$ cat config.mk
export PLATFORM = sky130hd
export DESIGN_NAME = snake_cmd_mailbox
export DESIGN_NICKNAME = d
export VERILOG_FILES = /design/src/rtl/snake_mbox_pkg.sv /design/src/rtl/snake_mbox_fifo.sv /design/src/rtl/snake_cmd_mailbox.sv
export SDC_FILE = /design/constraint.sdc
export NUM_CORES = 1
export LEC_CHECK = 0
export ABC_CLOCK_PERIOD_IN_PS = 6200
export CAP_MARGIN = 15
export CORE_MARGIN = 5
export CORE_UTILIZATION = 61
export CTS_BUF_LIST = sky130_fd_sc_hd__clkbuf_2 sky130_fd_sc_hd__clkbuf_4 sky130_fd_sc_hd__clkbuf_8
export DETAILED_ROUTE_END_ITERATION = 8
export PLACE_DENSITY = 0.88
export RECOVER_POWER = 100
export SYNTH_ARGS = -nofsm -noshare
export SYNTH_HDL_FRONTEND = slang
export SYNTH_SLANG_ARGS = --single-unit
export TNS_END_PERCENT = 100
$ cat constraint.sdc
create_clock -name clk -period 6.2 [get_ports clk]
set_clock_uncertainty 0.05 [all_clocks]
set_input_delay 1.86 -clock clk [delete_from_list [all_inputs] [get_ports clk]]
set_output_delay 1.86 -clock clk [all_outputs]
set_load 0.02 [all_outputs]
$ cat src/rtl/snake_mbox_pkg.sv
// Register map, status/control bit positions and address-width helper shared
// by the snake command/state mailbox.
package snake_mbox_pkg;

  typedef enum logic [1:0] {
    REG_CMD    = 2'd0,
    REG_STATE  = 2'd1,
    REG_STATUS = 2'd2,
    REG_CTRL   = 2'd3
  } mbox_reg_e;

  localparam int STS_FULL    = 0;
  localparam int STS_EMPTY   = 1;
  localparam int STS_OVF     = 2;
  localparam int STS_NEW     = 3;

  localparam int CTRL_EN     = 0;
  localparam int CTRL_IRQ_EN = 1;

  function automatic int mbox_addr_w(input int num_ch);
    return 2 + $clog2(num_ch);
  endfunction

endpackage

$ cat src/rtl/snake_mbox_fifo.sv
// Show-ahead command FIFO for one mailbox channel; flush empties it and
// overrides any push or pop issued in the same cycle.
module snake_mbox_fifo #(
  parameter int  W     = 7,
  parameter int  DEPTH = 8,
  localparam int PW    = $clog2(DEPTH),
  localparam int CW    = PW + 1
) (
  input  logic          clk,
  input  logic          reset_n,
  input  logic          push,
  input  logic          pop,
  input  logic          flush,
  input  logic [W-1:0]  wdata,
  output logic [W-1:0]  head,
  output logic          full,
  output logic          empty,
  output logic [CW-1:0] count
);

  logic [W-1:0]  mem_q [DEPTH];
  logic [W-1:0]  mem_d [DEPTH];
  logic [PW-1:0] wr_ptr_q, wr_ptr_d;
  logic [PW-1:0] rd_ptr_q, rd_ptr_d;
  logic [CW-1:0] count_q, count_d;
  logic          do_push, do_pop;

  assign full  = (count_q == CW'(DEPTH));
  assign empty = (count_q == '0);
  assign head  = mem_q[rd_ptr_q];
  assign count = count_q;

  // A push into a full FIFO is still accepted when a pop frees a slot.
  assign do_pop  = pop && !empty;
  assign do_push = push && (!full || do_pop);

  always_comb begin
    mem_d    = mem_q;
    wr_ptr_d = wr_ptr_q;
    rd_ptr_d = rd_ptr_q;
    count_d  = count_q;
    if (flush) begin
      wr_ptr_d = '0;
      rd_ptr_d = '0;
      count_d  = '0;
    end else begin
      if (do_push) begin
        mem_d[wr_ptr_q] = wdata;
        wr_ptr_d        = wr_ptr_q + 1'b1;
      end
      if (do_pop) begin
        rd_ptr_d = rd_ptr_q + 1'b1;
      end
      count_d = count_q + CW'(do_push) - CW'(do_pop);
    end
  end

  always_ff @(posedge clk) begin
    if (!reset_n) begin
      for (int i = 0; i < DEPTH; i++) mem_q[i] <= '0;
      wr_ptr_q <= '0;
      rd_ptr_q <= '0;
      count_q  <= '0;
    end else begin
      mem_q    <= mem_d;
      wr_ptr_q <= wr_ptr_d;
      rd_ptr_q <= rd_ptr_d;
      count_q  <= count_d;
    end
  end

endmodule

$ cat src/rtl/snake_cmd_mailbox.sv
// Multi-channel HPS<->game command/state mailbox on an Avalon-MM slave.
// Define SNAKE_MBOX_IRQ_EN to build the per-channel irq_en bit and irq output.
module snake_cmd_mailbox
  import snake_mbox_pkg::*;
#(
  parameter int  NUM_CH  = 2,
  parameter int  CMD_W   = 7,
  parameter int  STATE_W = 7,
  parameter int  DEPTH   = 8,
  localparam int AW      = mbox_addr_w(NUM_CH),
  localparam int CNT_W   = $clog2(DEPTH) + 1
) (
  input  logic                      clk,
  input  logic                      reset_n,
  input  logic [AW-1:0]             avs_address,
  input  logic                      avs_write,
  input  logic [31:0]               avs_writedata,
  input  logic                      avs_read,
  output logic [31:0]               avs_readdata,
  output logic [NUM_CH-1:0]         cmd_valid,
  input  logic [NUM_CH-1:0]         cmd_ready,
  output logic [NUM_CH*CMD_W-1:0]   cmd_data,
  input  logic [NUM_CH-1:0]         state_we,
  input  logic [NUM_CH*STATE_W-1:0] state_data
`ifdef SNAKE_MBOX_IRQ_EN
  ,
  output logic                      irq
`endif
);

  mbox_reg_e          reg_sel;
  logic [31:0]        ch_sel;
  logic [NUM_CH-1:0]  wr_hit, rd_hit;
  logic [NUM_CH-1:0]  push, pop, flush, full, empty;
  logic [CMD_W-1:0]   head  [NUM_CH];
  logic [CNT_W-1:0]   count [NUM_CH];

  logic [NUM_CH-1:0]  en_q, en_d;
  logic [NUM_CH-1:0]  new_q, new_d;
  logic [NUM_CH-1:0]  ovf_q, ovf_d;
  logic [STATE_W-1:0] state_q [NUM_CH];
  logic [STATE_W-1:0] state_d [NUM_CH];
  logic [31:0]        readdata_q, readdata_d, rd_word;
  logic               unused_wdata;

`ifdef SNAKE_MBOX_IRQ_EN
  logic [NUM_CH-1:0]  irq_en_q, irq_en_d;
  logic               irq_q, irq_d;
`endif

  assign reg_sel      = mbox_reg_e'(avs_address[1:0]);
  assign ch_sel       = 32'(avs_address) >> 2;
  assign unused_wdata = ^avs_writedata;
  assign avs_readdata = readdata_q;

  for (genvar c = 0; c < NUM_CH; c++) begin : g_ch
    snake_mbox_fifo #(
      .W     (CMD_W),
      .DEPTH (DEPTH)
    ) u_fifo (
      .clk     (clk),
      .reset_n (reset_n),
      .push    (push[c]),
      .pop     (pop[c]),
      .flush   (flush[c]),
      .wdata   (avs_writedata[CMD_W-1:0]),
      .head    (head[c]),
      .full    (full[c]),
      .empty   (empty[c]),
      .count   (count[c])
    );

    assign cmd_valid[c]                = en_q[c] & ~empty[c];
    assign pop[c]                      = cmd_valid[c] & cmd_ready[c];
    assign cmd_data[c*CMD_W +: CMD_W]  = cmd_valid[c] ? head[c] : '0;
  end

  always_comb begin
    wr_hit  = '0;
    rd_hit  = '0;
    push    = '0;
    flush   = '0;
    en_d    = en_q;
    new_d   = new_q;
    ovf_d   = ovf_q;
    state_d = state_q;
`ifdef SNAKE_MBOX_IRQ_EN
    irq_en_d = irq_en_q;
`endif
    for (int c = 0; c < NUM_CH; c++) begin
      wr_hit[c] = avs_write && (ch_sel == 32'(c));
      rd_hit[c] = avs_read  && (ch_sel == 32'(c));
      push[c]   = wr_hit[c] && (reg_sel == REG_CMD) && en_q[c];

      if (push[c] && full[c] && !pop[c]) ovf_d[c] = 1'b1;
      if (wr_hit[c] && (reg_sel == REG_STATUS) && avs_writedata[STS_OVF]) ovf_d[c] = 1'b0;

      if (wr_hit[c] && (reg_sel == REG_CTRL)) begin
        en_d[c] = avs_writedata[CTRL_EN];
`ifdef SNAKE_MBOX_IRQ_EN
        irq_en_d[c] = avs_writedata[CTRL_IRQ_EN];
`endif
      end
      // Flushing on the next enable value empties the FIFO in the very cycle it is disabled.
      flush[c] = !en_d[c];

      if (rd_hit[c] && (reg_sel == REG_STATE)) new_d[c] = 1'b0;
      if (state_we[c]) begin
        state_d[c] = state_data[c*STATE_W +: STATE_W];
        new_d[c]   = 1'b1;
      end
    end
  end

  always_comb begin
    rd_word = '0;
    for (int c = 0; c < NUM_CH; c++) begin
      if (ch_sel == 32'(c)) begin
        case (reg_sel)
          REG_CMD:    rd_word = 32'(count[c]);
          REG_STATE:  rd_word = 32'(state_q[c]);
          REG_STATUS: begin
            rd_word[STS_FULL]  = full[c];
            rd_word[STS_EMPTY] = empty[c];
            rd_word[STS_OVF]   = ovf_q[c];
            rd_word[STS_NEW]   = new_q[c];
          end
          REG_CTRL: begin
            rd_word[CTRL_EN] = en_q[c];
`ifdef SNAKE_MBOX_IRQ_EN
            rd_word[CTRL_IRQ_EN] = irq_en_q[c];
`endif
          end
          default: rd_word = '0;
        endcase
      end
    end
    readdata_d = avs_read ? rd_word : '0;
  end

`ifdef SNAKE_MBOX_IRQ_EN
  assign irq_d = |(new_q & irq_en_q & en_q);
  assign irq   = irq_q;
`endif

  always_ff @(posedge clk) begin
    if (!reset_n) begin
      en_q       <= '1;
      new_q      <= '0;
      ovf_q      <= '0;
      for (int c = 0; c < NUM_CH; c++) state_q[c] <= '0;
      readdata_q <= '0;
`ifdef SNAKE_MBOX_IRQ_EN
      irq_en_q   <= '0;
      irq_q      <= 1'b0;
`endif
    end else begin
      en_q       <= en_d;
      new_q      <= new_d;
      ovf_q      <= ovf_d;
      state_q    <= state_d;
      readdata_q <= readdata_d;
`ifdef SNAKE_MBOX_IRQ_EN
      irq_en_q   <= irq_en_d;
      irq_q      <= irq_d;
`endif
    end
  end

endmodule

==> flow_summary.yaml <==
cts:
  cts_tree: "yes"
  numClockSinks: 159
  cts_hold_buf: 0
  clockRootBuffer: "clkbuf_8"
  ctsResizeCount: 0
  clk_pin_slew_ps: 80
  clock_path_buffers: 2
  htree_levels: 4
  post_cts.repair.setup_buffers: 0
  clk_latency_ps: 450
  cts_buffers: 17
worst_setup_path:
  worstSetupEndpointType: "register"
  path_max_fanout: 18
  path_cells: "dlygate4sd3_1 -> nor3b_1 -> nand2_1 -> nor3_1 -> mux2i_1"
  cp_data_arrival_time_ps: 5400
  slowest_delay_ps: 1190
  critPathLaunchType: "input pin"
  crit_family: "simple AND/OR/NAND/NOR gates"
  cp.required_ps: 6420
  r2r_setup_slack_ps: 3440
  crit_slowest_cell: "nor3_1"
  criticalPathCategory: "in2reg"
  crit_buf_inv: 1
cells_and_area:
  nNetsFinal: 846
  final_common_cell: "dfxtp_1"
  multi_input_area_mm2: 0.003950
  fill_cells: 840
  diodes: 0
  final_cell_mix: "dfxtp_1 (159), mux2i_1 (154), nand2_1 (137)"
  drive_gt1_share_pct: 8.718
  seqCellArea_mm2: 0.003183
  area_growth_pct: 10.65
pwr:
  leakage_nw: 3.465
  powerDensity_mw_per_mm2: 291.6
  seq_power_share_pct: 46.8
  swShare_pct: 30.84
  switchingPower_w: 0.0007531
  ir_worst_vdd_mv: 0.1562
  power.total_w: 0.002442
  p_comb_share_pct: 23.7
  clock_power_share_pct: 29.5
  internal-power_w: 0.001689
global_route:
  grt_overflow: 0
  antenna_found_initial: 0
  grt_max_degree: 93
  grt_pass1_wl_mm: 27.05
  grt_pass1_vias: 5621
  grt_usage_pct: 22.85
detailed_routing:
  wl_met3_um: 942
  via_per_inst: 5.687
  top_layer_used: "met4"
  routed-wl-met2_mm: 8.495
  drtAntennaViolNets: 0
  drt_wl_total_mm: 16.42
  drt_first_pass_iters: 7
  drtIter0Drc: 400
  vias: 5391
  routedWlPerCell_um: 17.32
  wl_met1_mm: 6.677
  drc_errors: 0
floorplanning:
  start_util_pct: 62.48
  die_y_um: 121.4
  dieArea_mm2: 0.01473
  die_width_um: 121.4
  row_count: 40
  num_io_pins: 105
  core-area_mm2: 0.01211
yosys:
  yosysSeqAreaShare_pct: 42.06
  synth_top_area_cell: "dfxtp_1"
  yosysUniqueCellTypes: 50
  post_synth.cell_area_avg_um2: 10.14
  synth-warning-count: 0
  synth_area_mm2: 0.007567
  ys_ff_latch: 159
  synthFlopType: "dfxtp_1"
  synth_top_cell_area_share_pct: 42.06
  synth_edf_count: 0
  async_flop_share_pct: 0
  syn_inst: 746
  synth_area_leaders: "dfxtp_1 (42%), mux2i_1 (20%), mux4_2 (8.3%), nand2_1 (6.8%), ha_1 (2.6%)"
placement:
  dp_hpwl_mm: 11.39
  port-buffer-count: 54
  gp_congestion: 0.7677
job:
  cap_violations: 1
timing:
  tns_ps: 0
  max_freq_ghz: 0.1931
  timing.final.crit_share_pct: 83.54
  tightestPinTransition_ps: 1522
  layout_min_cycle_time_ps: 5179
  slew_violations: 8
  rsz0062_at_grt: "false"
  finalSetupViolCount: 0
  hold_violations: 0
  timing.slew.headroom_pct: -2.227
run_status:
  violations: "max-capacitance violations, max-slew violations"
  status: "finished, violations left"
hold_path:
  hp-class: "reg2reg"
==> per-stage QoR <==
step	cells	worst slack, ps	instance area [µm²]	utilization [%]	hold WS, ps
floorplan	770	2402	7657	-	381.5
finish	948	1021	8373	69.13	411.4
global placement	919	1530	8038	66.36	389.1
detailed placement	919	1436	8038	66.36	398.2
CTS	947	1264	8401	69.36	409.8
global route	948	815.7	8373	69.13	429.4
==> cells in the mapped netlist (all sizes together), types with 6 or more instances <==
cell type / count
nand4: 6
clkbuf: 40
dfxtp: 159
mux4: 28
mux2i: 154
nor3: 7
ha: 16
nand3: 6
inv: 23
o211ai: 6
xnor2: 7
nor2: 41
buf: 35
nor2b: 21
a21oi: 10
nand2: 137
==> final timing paths <==
path / to / from / cells past startpoint
setup / recovery: g_ch[0].u_fifo.mem_q[3] / avs_address[1] / 5
hold reg to reg: g_ch[1].u_fifo.mem_q[45] / g_ch[1].u_fifo.mem_q[45] / 2
hold / removal: g_ch[1].u_fifo.mem_q[45] / g_ch[1].u_fifo.mem_q[45] / 2
setup reg to reg: g_ch[0].u_fifo.mem_q[3] / g_ch[0].u_fifo.count[3] / 6
==> routing by layer <==
| metal | global-route usage [%] | up-vias |
|---|---|---|
| met5 | 0 | - |
| met4 | 7.703 | 0 |
| met3 | 6.061 | 33 |
| met2 | 40.66 | 180 |
| met1 | 26.51 | 2627 |
| li1 | - | 2551 |
==> state kept, by name (all words and copies together), names as in the netlist <==
| name | flops |
|---|---|
| en_q | 2 |
| g_ch.u_fifo.wr_ptr_q | 6 |
| g_ch.u_fifo.mem_q | 112 |
| state_q | 14 |
| new_q | 2 |
| ovf_q | 2 |
| g_ch.u_fifo.rd_ptr_q | 6 |
| g_ch.u_fifo.count | 8 |
| avs_readdata | 7 |
==> area by class of cell <==
| class | count | share of cell area [%] |
|---|---|---|
| Sequential cell | 159 | 38.02 |
| Multi-Input combinational cell | 513 | 47.18 |
| Tap cell | 168 | 2.510 |
| Inverter | 23 | 1.031 |
| Clock inverter | 6 | 0.7173 |
| Clock buffer | 22 | 3.616 |
| Timing Repair Buffer | 57 | 6.934 |
==> power by group through the flow <==
stage               clock network, W  registers (W)  logic, W
finish                      0.000719        0.00114  0.000578
global route                0.000766        0.00115  0.000649
CTS                         0.000718        0.00116  0.000560
detailed placement                 0        0.00119  0.000555
global placement                   0        0.00118  0.000519
floorplan                          0        0.00112  0.000479
==> logic make-up (layout without fill, tap and decap cells) <==
group / count (synthesis) / after routing / synth area share (%)
AOI/OAI and AO/OA: 35 / 35 / 3.671
DFF: 159 / 159 / 42.06
adders and majority gates: 18 / 18 / 3.175
and+or+nand+nor: 242 / 242 / 14.86
other: 1 / 25 / 0.04956
muxes: 182 / 182 / 28.70
buffers and inverters: 98 / 108 / 6.200
xor gates and xnor gates: 11 / 11 / 1.273
==> tightest hold or removal path, delay by kind of cell, from the launching register on <==
kind | cells | cell delay (ps)
flip-flops | 1 | 310
AND/OR/NAND/NOR | 1 | 50
multiplexers | 1 | 50
Note: power is estimated with default switching activity, not from simulation.
